==> src/rtl/mem_port_arbiter_pkg.sv <==
// Shared types for the two-requester memory port arbiter.
// Holds the FSM state encoding, the owner encoding and the latched request format.
// Widths here match the arbiter's default parameters.
package mem_port_arbiter_pkg;

    localparam int ARB_ADDR_W = 64;
    localparam int ARB_DATA_W = 64;
    localparam int ARB_MASK_W = ARB_DATA_W / 8;

    typedef enum logic [1:0] {
        IDLE = 2'd0,
        REQ  = 2'd1,
        RESP = 2'd2
    } state_t;

    typedef enum logic {
        OWN_IF = 1'b0,
        OWN_D  = 1'b1
    } owner_t;

    // Request captured at grant time; the memory side is driven only from this.
    typedef struct packed {
        logic                  we;
        logic [ARB_ADDR_W-1:0] addr;
        logic [ARB_DATA_W-1:0] wdata;
        logic [ARB_MASK_W-1:0] wmask;
    } mem_req_t;

endpackage

==> src/rtl/mem_port_arbiter_if.sv <==
// Bundle of requester, memory and status signals around the arbiter.
// slave is the arbiter's view; master is the view of the core plus memory around it.
// All handshakes are valid/ready on requests and single-cycle pulses on replies.
interface mem_port_arbiter_if #(
    parameter int ADDR_W = 64,
    parameter int DATA_W = 64,
    parameter int MASK_W = 8
);
    logic              if_req_valid;
    logic [ADDR_W-1:0] if_req_addr;
    logic              if_req_ready;
    logic              if_resp_valid;
    logic [DATA_W-1:0] if_resp_rdata;

    logic              d_req_valid;
    logic              d_req_we;
    logic [ADDR_W-1:0] d_req_addr;
    logic [DATA_W-1:0] d_req_wdata;
    logic [MASK_W-1:0] d_req_wmask;
    logic              d_req_ready;
    logic              d_resp_valid;
    logic [DATA_W-1:0] d_resp_rdata;

    logic              mem_req_valid;
    logic              mem_req_ready;
    logic              mem_req_we;
    logic [ADDR_W-1:0] mem_req_addr;
    logic [DATA_W-1:0] mem_req_wdata;
    logic [MASK_W-1:0] mem_req_wmask;
    logic              mem_resp_valid;
    logic [DATA_W-1:0] mem_resp_rdata;

    logic              busy;

    modport slave (
        input  if_req_valid, if_req_addr,
        output if_req_ready, if_resp_valid, if_resp_rdata,
        input  d_req_valid, d_req_we, d_req_addr, d_req_wdata, d_req_wmask,
        output d_req_ready, d_resp_valid, d_resp_rdata,
        output mem_req_valid, mem_req_we, mem_req_addr, mem_req_wdata, mem_req_wmask,
        input  mem_req_ready, mem_resp_valid, mem_resp_rdata,
        output busy
    );

    modport master (
        output if_req_valid, if_req_addr,
        input  if_req_ready, if_resp_valid, if_resp_rdata,
        output d_req_valid, d_req_we, d_req_addr, d_req_wdata, d_req_wmask,
        input  d_req_ready, d_resp_valid, d_resp_rdata,
        input  mem_req_valid, mem_req_we, mem_req_addr, mem_req_wdata, mem_req_wmask,
        output mem_req_ready, mem_resp_valid, mem_resp_rdata,
        input  busy
    );
endinterface

==> src/rtl/mem_arb_grant.sv <==
// One-hot grant selection between the fetch and data requesters.
// Purely combinational, zero latency.
// On conflict: alternate against last_grant when RR_EN, otherwise data wins.
module mem_arb_grant
    import mem_port_arbiter_pkg::*;
#(
    parameter bit RR_EN = 1'b1
) (
    input  logic   if_valid,
    input  logic   d_valid,
    input  owner_t last_grant,
    output logic   grant_if,
    output logic   grant_d
);

    // Pick exactly one requester when any is valid.
    always_comb begin
        grant_if = 1'b0;
        grant_d  = 1'b0;
        if (if_valid && d_valid) begin
            if (RR_EN && (last_grant == OWN_D)) begin
                grant_if = 1'b1;
            end else begin
                grant_d = 1'b1;
            end
        end else begin
            grant_if = if_valid;
            grant_d  = d_valid;
        end
    end

endmodule

==> src/rtl/mem_port_arbiter.sv <==
// Serialises fetch and data requests onto one memory port, one transaction in flight.
// Latency: grant same cycle, memory request next cycle, reply forwarded the cycle it arrives.
// Requesters see ready only in IDLE; memory request is held stable until mem_req_ready.
module mem_port_arbiter
    import mem_port_arbiter_pkg::*;
#(
    parameter int ADDR_W = ARB_ADDR_W,
    parameter int DATA_W = ARB_DATA_W,
    parameter int MASK_W = ARB_MASK_W,
    parameter bit RR_EN  = 1'b1
) (
    input  logic                clk,
    input  logic                rst,
    mem_port_arbiter_if.slave   bus
);

    state_t   state, state_nx;
    owner_t   owner, owner_nx;
    owner_t   last_grant, last_nx;
    mem_req_t hold, hold_nx;
    logic     grant_if, grant_d;

    // Only arbitrate while idle so a pending requester cannot steal a busy port.
    mem_arb_grant #(.RR_EN(RR_EN)) u_grant (
        .if_valid   (bus.if_req_valid && (state == IDLE)),
        .d_valid    (bus.d_req_valid && (state == IDLE)),
        .last_grant (last_grant),
        .grant_if   (grant_if),
        .grant_d    (grant_d)
    );

    // Registered state; reset leaves last_grant at D so fetch wins the first conflict.
    always_ff @(posedge clk) begin
        if (rst) begin
            state      <= IDLE;
            owner      <= OWN_IF;
            last_grant <= OWN_D;
            hold       <= '0;
        end else begin
            state      <= state_nx;
            owner      <= owner_nx;
            last_grant <= last_nx;
            hold       <= hold_nx;
        end
    end

    // Next state and all handshake outputs; everything is forced low while in reset.
    always_comb begin
        state_nx = state;
        owner_nx = owner;
        last_nx  = last_grant;
        hold_nx  = hold;

        bus.if_req_ready  = 1'b0;
        bus.if_resp_valid = 1'b0;
        bus.if_resp_rdata = '0;
        bus.d_req_ready   = 1'b0;
        bus.d_resp_valid  = 1'b0;
        bus.d_resp_rdata  = '0;
        bus.mem_req_valid = 1'b0;
        bus.mem_req_we    = 1'b0;
        bus.mem_req_addr  = '0;
        bus.mem_req_wdata = '0;
        bus.mem_req_wmask = '0;

        if (!rst) begin
            case (state)
                IDLE: begin
                    if (grant_if) begin
                        bus.if_req_ready = 1'b1;
                        hold_nx.we       = 1'b0;
                        hold_nx.addr     = bus.if_req_addr;
                        hold_nx.wdata    = '0;
                        hold_nx.wmask    = '0;
                        owner_nx         = OWN_IF;
                        last_nx          = OWN_IF;
                        state_nx         = REQ;
                    end else if (grant_d) begin
                        bus.d_req_ready = 1'b1;
                        hold_nx.we      = bus.d_req_we;
                        hold_nx.addr    = bus.d_req_addr;
                        // Reads carry no write payload so the memory never sees a mask on a read.
                        hold_nx.wdata   = bus.d_req_we ? bus.d_req_wdata : '0;
                        hold_nx.wmask   = bus.d_req_we ? bus.d_req_wmask : '0;
                        owner_nx        = OWN_D;
                        last_nx         = OWN_D;
                        state_nx        = REQ;
                    end
                end
                REQ: begin
                    bus.mem_req_valid = 1'b1;
                    bus.mem_req_we    = hold.we;
                    bus.mem_req_addr  = hold.addr[ADDR_W-1:0];
                    bus.mem_req_wdata = hold.wdata[DATA_W-1:0];
                    bus.mem_req_wmask = hold.wmask[MASK_W-1:0];
                    if (bus.mem_req_ready) begin
                        state_nx = RESP;
                    end
                end
                RESP: begin
                    if (bus.mem_resp_valid) begin
                        if (owner == OWN_IF) begin
                            bus.if_resp_valid = 1'b1;
                            bus.if_resp_rdata = bus.mem_resp_rdata;
                        end else begin
                            bus.d_resp_valid = 1'b1;
                            bus.d_resp_rdata = bus.mem_resp_rdata;
                        end
                        state_nx = IDLE;
                    end
                end
                default: state_nx = IDLE;
            endcase
        end
    end

    // Pure state decode so the core's stall has no path from the inputs.
    assign bus.busy = (state != IDLE);

endmodule

==> src/flat_wrapper.sv <==
// flat-port wrapper written by rule: the top's interface ports become plain ports
module mem_port_arbiter_flat import mem_port_arbiter_pkg::*;
#(
    parameter int ADDR_W = ARB_ADDR_W,
    parameter int DATA_W = ARB_DATA_W,
    parameter int MASK_W = ARB_MASK_W,
    parameter bit RR_EN  = 1'b1
)
  (clk, rst, bus_if_req_valid, bus_if_req_addr, bus_if_req_ready, bus_if_resp_valid, bus_if_resp_rdata, bus_d_req_valid, bus_d_req_we, bus_d_req_addr, bus_d_req_wdata, bus_d_req_wmask, bus_d_req_ready, bus_d_resp_valid, bus_d_resp_rdata, bus_mem_req_valid, bus_mem_req_we, bus_mem_req_addr, bus_mem_req_wdata, bus_mem_req_wmask, bus_mem_req_ready, bus_mem_resp_valid, bus_mem_resp_rdata, bus_busy);
  mem_port_arbiter_if #(.ADDR_W(ADDR_W), .DATA_W(DATA_W), .MASK_W(MASK_W)) bus_i ();
  input  logic clk;
  input  logic rst;
  input wire logic [$bits(bus_i.if_req_valid)-1:0] bus_if_req_valid;
  input wire logic [$bits(bus_i.if_req_addr)-1:0] bus_if_req_addr;
  output wire logic [$bits(bus_i.if_req_ready)-1:0] bus_if_req_ready;
  output wire logic [$bits(bus_i.if_resp_valid)-1:0] bus_if_resp_valid;
  output wire logic [$bits(bus_i.if_resp_rdata)-1:0] bus_if_resp_rdata;
  input wire logic [$bits(bus_i.d_req_valid)-1:0] bus_d_req_valid;
  input wire logic [$bits(bus_i.d_req_we)-1:0] bus_d_req_we;
  input wire logic [$bits(bus_i.d_req_addr)-1:0] bus_d_req_addr;
  input wire logic [$bits(bus_i.d_req_wdata)-1:0] bus_d_req_wdata;
  input wire logic [$bits(bus_i.d_req_wmask)-1:0] bus_d_req_wmask;
  output wire logic [$bits(bus_i.d_req_ready)-1:0] bus_d_req_ready;
  output wire logic [$bits(bus_i.d_resp_valid)-1:0] bus_d_resp_valid;
  output wire logic [$bits(bus_i.d_resp_rdata)-1:0] bus_d_resp_rdata;
  output wire logic [$bits(bus_i.mem_req_valid)-1:0] bus_mem_req_valid;
  output wire logic [$bits(bus_i.mem_req_we)-1:0] bus_mem_req_we;
  output wire logic [$bits(bus_i.mem_req_addr)-1:0] bus_mem_req_addr;
  output wire logic [$bits(bus_i.mem_req_wdata)-1:0] bus_mem_req_wdata;
  output wire logic [$bits(bus_i.mem_req_wmask)-1:0] bus_mem_req_wmask;
  input wire logic [$bits(bus_i.mem_req_ready)-1:0] bus_mem_req_ready;
  input wire logic [$bits(bus_i.mem_resp_valid)-1:0] bus_mem_resp_valid;
  input wire logic [$bits(bus_i.mem_resp_rdata)-1:0] bus_mem_resp_rdata;
  output wire logic [$bits(bus_i.busy)-1:0] bus_busy;
  assign bus_i.if_req_valid = bus_if_req_valid;
  assign bus_i.if_req_addr = bus_if_req_addr;
  assign bus_if_req_ready = bus_i.if_req_ready;
  assign bus_if_resp_valid = bus_i.if_resp_valid;
  assign bus_if_resp_rdata = bus_i.if_resp_rdata;
  assign bus_i.d_req_valid = bus_d_req_valid;
  assign bus_i.d_req_we = bus_d_req_we;
  assign bus_i.d_req_addr = bus_d_req_addr;
  assign bus_i.d_req_wdata = bus_d_req_wdata;
  assign bus_i.d_req_wmask = bus_d_req_wmask;
  assign bus_d_req_ready = bus_i.d_req_ready;
  assign bus_d_resp_valid = bus_i.d_resp_valid;
  assign bus_d_resp_rdata = bus_i.d_resp_rdata;
  assign bus_mem_req_valid = bus_i.mem_req_valid;
  assign bus_mem_req_we = bus_i.mem_req_we;
  assign bus_mem_req_addr = bus_i.mem_req_addr;
  assign bus_mem_req_wdata = bus_i.mem_req_wdata;
  assign bus_mem_req_wmask = bus_i.mem_req_wmask;
  assign bus_i.mem_req_ready = bus_mem_req_ready;
  assign bus_i.mem_resp_valid = bus_mem_resp_valid;
  assign bus_i.mem_resp_rdata = bus_mem_resp_rdata;
  assign bus_busy = bus_i.busy;
  mem_port_arbiter #(.ADDR_W(ADDR_W), .DATA_W(DATA_W), .MASK_W(MASK_W), .RR_EN(RR_EN)) u_core (.clk(clk), .rst(rst), .bus(bus_i));
endmodule
==> config.mk <==
export PLATFORM = sky130hd
export DESIGN_NAME = mem_port_arbiter_flat
export DESIGN_NICKNAME = d
export VERILOG_FILES = /design/src/rtl/mem_port_arbiter_pkg.sv /design/src/rtl/mem_port_arbiter_if.sv /design/src/rtl/mem_arb_grant.sv /design/src/rtl/mem_port_arbiter.sv /design/src/flat_wrapper.sv
export SDC_FILE = /design/constraint.sdc
export NUM_CORES = 1
export LEC_CHECK = 0
export BUFFER_PORTS_ARGS = -buffer_cell sky130_fd_sc_hd__buf_2
export CAP_MARGIN = 25
export CORE_AREA = 10 10 203 205
export DETAILED_ROUTE_END_ITERATION = 6
export DIE_AREA = 0 0 213 215
export PLACE_DENSITY_LB_ADDON = 0.15
export SYNTH_ARGS = -nofsm -noshare
export SYNTH_HDL_FRONTEND = slang
export SYNTH_SLANG_ARGS = --single-unit
==> constraint.sdc <==
create_clock -name clk -period 2.7 [get_ports clk]
set_clock_uncertainty 0.05 [all_clocks]
set_input_delay 0.405 -clock clk [delete_from_list [all_inputs] [get_ports clk]]
set_output_delay 0.405 -clock clk [all_outputs]
set_load 0.005 [all_outputs]
==> run metrics, run 1 <==
met3 Use GR 6.040%; Die W 213 µm; H-Tree Depth 4; Mapped Area 0.008103 mm²; port bufs 541; CTS Sinks 141; P_sw 0.001811 W; worst reg2reg startpoint u_core.state[1]$_SDFFE_PP0P_; GRT overflow 0; pwr dens 514.7 mW/mm²; # IOs 542; # DRC 0; pin count of the biggest net entering global routing 153; Initial Utilization 21.77%; Pint 0.004309 W; antenna violations before repair 22; RR Endpoint u_core.hold[102]$_SDFFE_PP0P_; vias in the first global route 8935; FF-to-FF path depth 4; leak pwr 5.664 nW; Final Setup Violations 0; crit end category output port; clock buffer count from CTS 17; Cells after Synth 1029; max_cap viols 0; top cells by count, synth and2_1, dfxtp_1, clkbuf_1; Placer Congestion 0.8279; Max transition margin 40.53%; met1 usage 20.82%; critical path data arrival time 2.04 ns; Core ar. 0.03722 mm²; first-pass GRT wire length 62850 µm; TNS Setup 0 ns; EDFF count, synth 0; origin of the worst min-delay path bus_d_req_wdata[53]; Area Growth Syn to Fin 46.73%; Initial DRC Count 638; Detailed Route WL 43900 µm; CTS tree yes; period utilization 92.43%; Slew Limit Fails 0; share of Yosys cell area claimed by the top area cell type 34.84%; sequential power share 38.3%; via count 9313; hold path endpoint u_core.hold[61]$_SDFFE_PP0P_; Yosys top cell by area dfxtp_1; hold_buf cts 0; Fin. Hold Viols 0; CP startpoint kind register; status complete, no violations; Clk Latency, worst-skew pair 0.43 ns; Seq cells post-synth 141; DIE HEIGHT 215 µm; FP Rows 71; fmax 400.7 MHz; WL per Instance 22.11 µm; hpwl dp 31770 µm; top-count cell post-synth and2_1; Setup crit start u_core.state[0]$_SDFFE_PP0P_; Req. time, crit path 2.25 ns; Mapped Avg Cell Area 7.874 µm²; HP Class input pin to register; met2 Use GR 31.81%; Crit Path Max Fanout 69; Root Driver clkbuf_16; share of layout cells above drive strength 1 40.33%; Synth warnings 0; Yosys cell types 30; Worst VDD drop 0.0004272 V; Pre-Repair DR Iteration Count 5; unrepaired setup endpoints after global routing false; CP Class register to output port; Switching Share 29.59%; reg2reg setup slack 0.70 ns; Slew @ Worst Pin 0.8921 ns; ranking of synthesized cells by area dfxtp_1, and2_1, o32ai_1; GRT Total Usage 18.22%; FFs w/ async S/R, synth 0%; DR vias/cell 4.689; hold path depth 3; DRT antenna net count 0; clock network fraction of total power 43.2%; clock-pin slew on the worst setup and hold paths 0.07 ns; final net count 1763; Clock Tree Buf Depth 2; Tot Pwr 0.006119 W; Logic pwr share 18.5%; syn nets 1300; Tmin final 2.496 ns; buffer count from post-CTS setup fixing 0; register area share after synthesis 34.84%; GRT Max-Usage Layer met2; ys flop type dfxtp_1; die area 0.04580 mm²; final core occ 31.94%
## flip-flops by register name (all words and copies together) (netlist names)
signal             count
u_core.hold          137
u_core.state           2
u_core.last_grant      1
u_core.owner           1
## worst max-delay path: stages (launching register included)
cell and delay, ns:
dfxtp_2 0.46, nor3b_4 0.33, buf_12 0.34, and2_1 0.30
buf_2 0.16
## metrics by stage
step                hold slack (ns)  area (µm²)  instances  worst slack [ns]
floorplan                    0.3906        8103       1029            0.8343
global placement             0.4064       11190       1946            0.3543
detailed placement           0.4109       11190       1946            0.3751
CTS                          0.1323       11870       1979           0.07049
global route                 0.1364       11880       1981           0.05766
finish                       0.1583       11890       1986            0.2044
## routing by layer
metal  routed length, µm  share of wire (%)  vias up
met2               22320                 51      419
met1               17100                 39     4341
li1                    -                  -     4498
met5                  28              0.064        -
met3                3877                8.8       49
met4                 573                1.3        6
## kinds of logic after synthesis
logic type,synth area share [%]
and+or+nand+nor,32.18
AOI/OAI and AO/OA,23.07
DFF,34.84
buffers and inverters,9.914
## cells in the final DEF, fill, tap and decap left out, drive strengths merged
cell      n
o32ai    72
bufinv    4
nand2b   73
o21ai    65
a311oi   64
inv      77
bufbuf    1
and3      1
and2    265
nor2      6
dfxtp   141
a221oi    1
diode     7
buf     561
a21oi    67
clkinv    5
a211o     1
nor3      1
or3b      1
clkbuf   19
nor2b     2
nand3    66
or2       1
and3b     1
nor3b     5
nand3b    1
nand2     4
## power by group through the flow
stage                     registers [W]  clock network (W)  logic, W
final                           0.00234            0.00264   0.00113
after global routing            0.00236            0.00280   0.00126
after CTS                       0.00234            0.00273   0.00115
after detailed placement        0.00239                  0   0.00113
after global placement          0.00238                  0   0.00113
after floorplan                 0.00234                  0  0.000660
## how the worst max path moves through the flow
stage / slack [ns] / endpoint / cells after the start
3_5_place_dp: 0.38 / bus_mem_req_addr[58] / 4
4_1_cts: 0.07 / bus_mem_req_addr[58] / 4
6_report: 0.20 / bus_mem_req_addr[58] / 4
3_3_place_gp: 0.35 / bus_mem_req_addr[58] / 4
5_1_grt: 0.06 / bus_mem_req_addr[58] / 4
2_1_floorplan: 0.83 / bus_if_resp_rdata[10] / 6
## layout make-up
class                   count  area, µm²
repair buffers            562       3022
fillers                  4033      25330
clock buffers              19      442.9
clock inverters            13      203.9
well taps                 474      593.1
diodes                      7      17.52
inverters                  73      274.0
multi-input cells         697       4511
flip-flops and latches    141       2825
## timing repair
| action | in CTS | in global routing |
|---|---|---|
| resized for setup | 1 | 1 |
| endpoints found under the setup margin | 2 | 1 |
| pin swaps | 0 | 1 |
| gates cloned | 1 | 0 |
| hold endpoints to repair | 0 | 0 |
(Power assumes the default switching activity.)
==> run 2: changes to the inputs <==
--- a/config.mk
+++ b/config.mk
@@ -7,9 +7,9 @@
 export LEC_CHECK = 0
 export BUFFER_PORTS_ARGS = -buffer_cell sky130_fd_sc_hd__buf_2
 export CAP_MARGIN = 25
-export CORE_AREA = 10 10 203 205
+export CORE_AREA = 10 10 201 203
 export DETAILED_ROUTE_END_ITERATION = 6
-export DIE_AREA = 0 0 213 215
+export DIE_AREA = 0 0 211 213
 export PLACE_DENSITY_LB_ADDON = 0.15
 export SYNTH_ARGS = -nofsm -noshare
 export SYNTH_HDL_FRONTEND = slang
==> run 2 against run 1 <==
  * Sequential power about the same
  * Combinational power is essentially flat
  * Non-clock buffer count stayed put
  * Largest power group unchanged
==> run metrics, run 2 (synthesis results as in run 1) <==
status complete, no violations; CTS Sinks 141; Filler Cell Count 3974; most common cell after layout, fill and taps aside buf_2; Req. time, crit path 2.25 ns; Clk Latency, worst-skew pair 0.43 ns; fmax 396.9 MHz; buffer count from post-CTS setup fixing 0; GRT Total Usage 17.66%; Final Setup Violations 0; Pint 0.004236 W; leak pwr 5.634 nW; Worst VDD drop 0.0004008 V; Initial DRC Count 484; pwr dens 507.0 mW/mm²; clock buffer count from CTS 17; worst reg2reg startpoint u_core.state[1]$_SDFFE_PP0P_; P_sw 0.001764 W; Pre-Repair DR Iteration Count 4; commonest cells after routing, fill and taps aside buf_2, and2_1, dfxtp_1, inv_1; max_cap viols 0; RR Endpoint u_core.hold[78]$_SDFFE_PP0P_; FF-to-FF path depth 4; CP startpoint kind register; Core ar. 0.03626 mm²; Die W 211 µm; hold path depth 3; DIE HEIGHT 213 µm; hold_buf cts 0; Top Registers u_core.hold (137), u_core.state (2); Area Growth Syn to Fin 46.05%; WP buf/inv 2; TNS Setup 0 ns; pin count of the biggest net entering global routing 137; critical path data arrival time 2.06 ns; Initial Utilization 22.35%; Crit Path Max Fanout 69; Tot Pwr 0.006000 W; crit end category output port; Clock Tree Buf Depth 2; Logic pwr share 18.5%; clock network fraction of total power 42.4%; CP Class register to output port; sequential power share 39.1%; hold path endpoint u_core.hold[30]$_SDFFE_PP0P_; via count 9214; number of flip-flops in the largest register 137; period utilization 93.31%; first-pass GRT wire length 60220 µm; Biggest register u_core.hold; origin of the worst min-delay path bus_d_req_wdata[22]; port bufs 541; vias in the first global route 8827; hpwl dp 32020 µm; share of layout cells above drive strength 1 40.33%; unrepaired setup endpoints after global routing false; antenna violations before repair 26; Slew Limit Fails 0; CP max-delay cell dfxtp_1; Switching Share 29.40%; WL per Instance 21.49 µm; Resized cells post-CTS 0; Placer Congestion 0.8448; clock-pin slew on the worst setup and hold paths 0.07 ns; Detailed Route WL 42680 µm; DRT antenna net count 0; CTS tree yes; delay-heaviest family, CP flip-flops; crit-path cells nor3b_4 -> buf_12 -> and2_1 -> buf_2; DR vias/cell 4.639; Slew @ Worst Pin 0.9429 ns; CP max stage delay 0.59 ns; GRT overflow 0; reg2reg setup slack 0.71 ns; final net count 1763; die area 0.04494 mm²; HP Class input pin to register; # DRC 0; H-Tree Depth 4; # IOs 542; Fin. Hold Viols 0; FP Rows 70; Tmin final 2.519 ns; Root Driver clkbuf_16; Max transition margin 37.14%
## run 2: changes by cell type in the layout (fill, tap and decap cells not counted), moves of 2 or more
cell      before  now
diode_2        7   13
clkinv_2       0    3
clkinv_4       5    2
buf_4         10   12
clkbuf_8       1    3
dfxtp_1      139  141
dfxtp_2        2    0
inv_8          2    0
## run 2: power groups by stage
stage	Combinational [W]	Clock, W	Sequential, W
detailed placement	0.00113	0	0.00239
CTS	0.00113	0.00262	0.00235
global placement	0.00112	0	0.00239
finish	0.00111	0.00254	0.00235
global route	0.00123	0.00269	0.00236
floorplan	0.000660	0	0.00234
## run 2: through the flow
stage	utilization, %	hold slack (ns)	cells	worst slack (ns)	area, µm²
floorplan	-	0.3906	1029	0.8343	8103
global placement	30.83	0.4056	1941	0.6364	11180
detailed placement	30.83	0.4101	1941	0.6100	11180
CTS	32.55	0.1372	1973	0.1268	11800
global route	32.62	0.1511	1983	0.05974	11830
finish	32.64	0.1620	1986	0.1806	11830
## run 2: layout make-up
type	instances	area [µm²]	area share, %
inverter	73	274.0	2.316
clock buffer	20	466.7	3.944
antenna	13	32.53	0.2749
tap	468	585.6	4.948
sequential	141	2823	23.85
timing repair buffer	562	2984	25.22
multi-input combinational	697	4512	38.13
clock inverter	12	156.4	1.322
## run 2: how the worst max path moves through the flow
stage                                      start                     to  cells after the start
CTS                 u_core.state[0]$_SDFFE_PP0P_   bus_mem_req_addr[62]                      4
detailed placement  u_core.state[0]$_SDFFE_PP0P_   bus_mem_req_addr[62]                      4
finish              u_core.state[0]$_SDFFE_PP0P_   bus_mem_req_addr[62]                      4
global route        u_core.state[0]$_SDFFE_PP0P_   bus_mem_req_addr[62]                      4
global placement    u_core.state[0]$_SDFFE_PP0P_   bus_mem_req_addr[62]                      4
floorplan                                    rst  bus_if_resp_rdata[10]                      6
## run 2: metal layers
| layer | routed length, µm | global-route usage (%) |
|---|---|---|
| met2 | 21950 | 30.74 |
| met4 | 895 | 6.668 |
| met1 | 16150 | 19.30 |
| met5 | 41 | 0 |
| met3 | 3633 | 6.320 |
## run 2: worst reg2reg max path, stage by stage, from the launching register on
cell      delay (ns)
dfxtp_1         0.63
or3b_4          0.57
buf_12          0.26
o21ai_0         0.15
a311oi_1        0.25
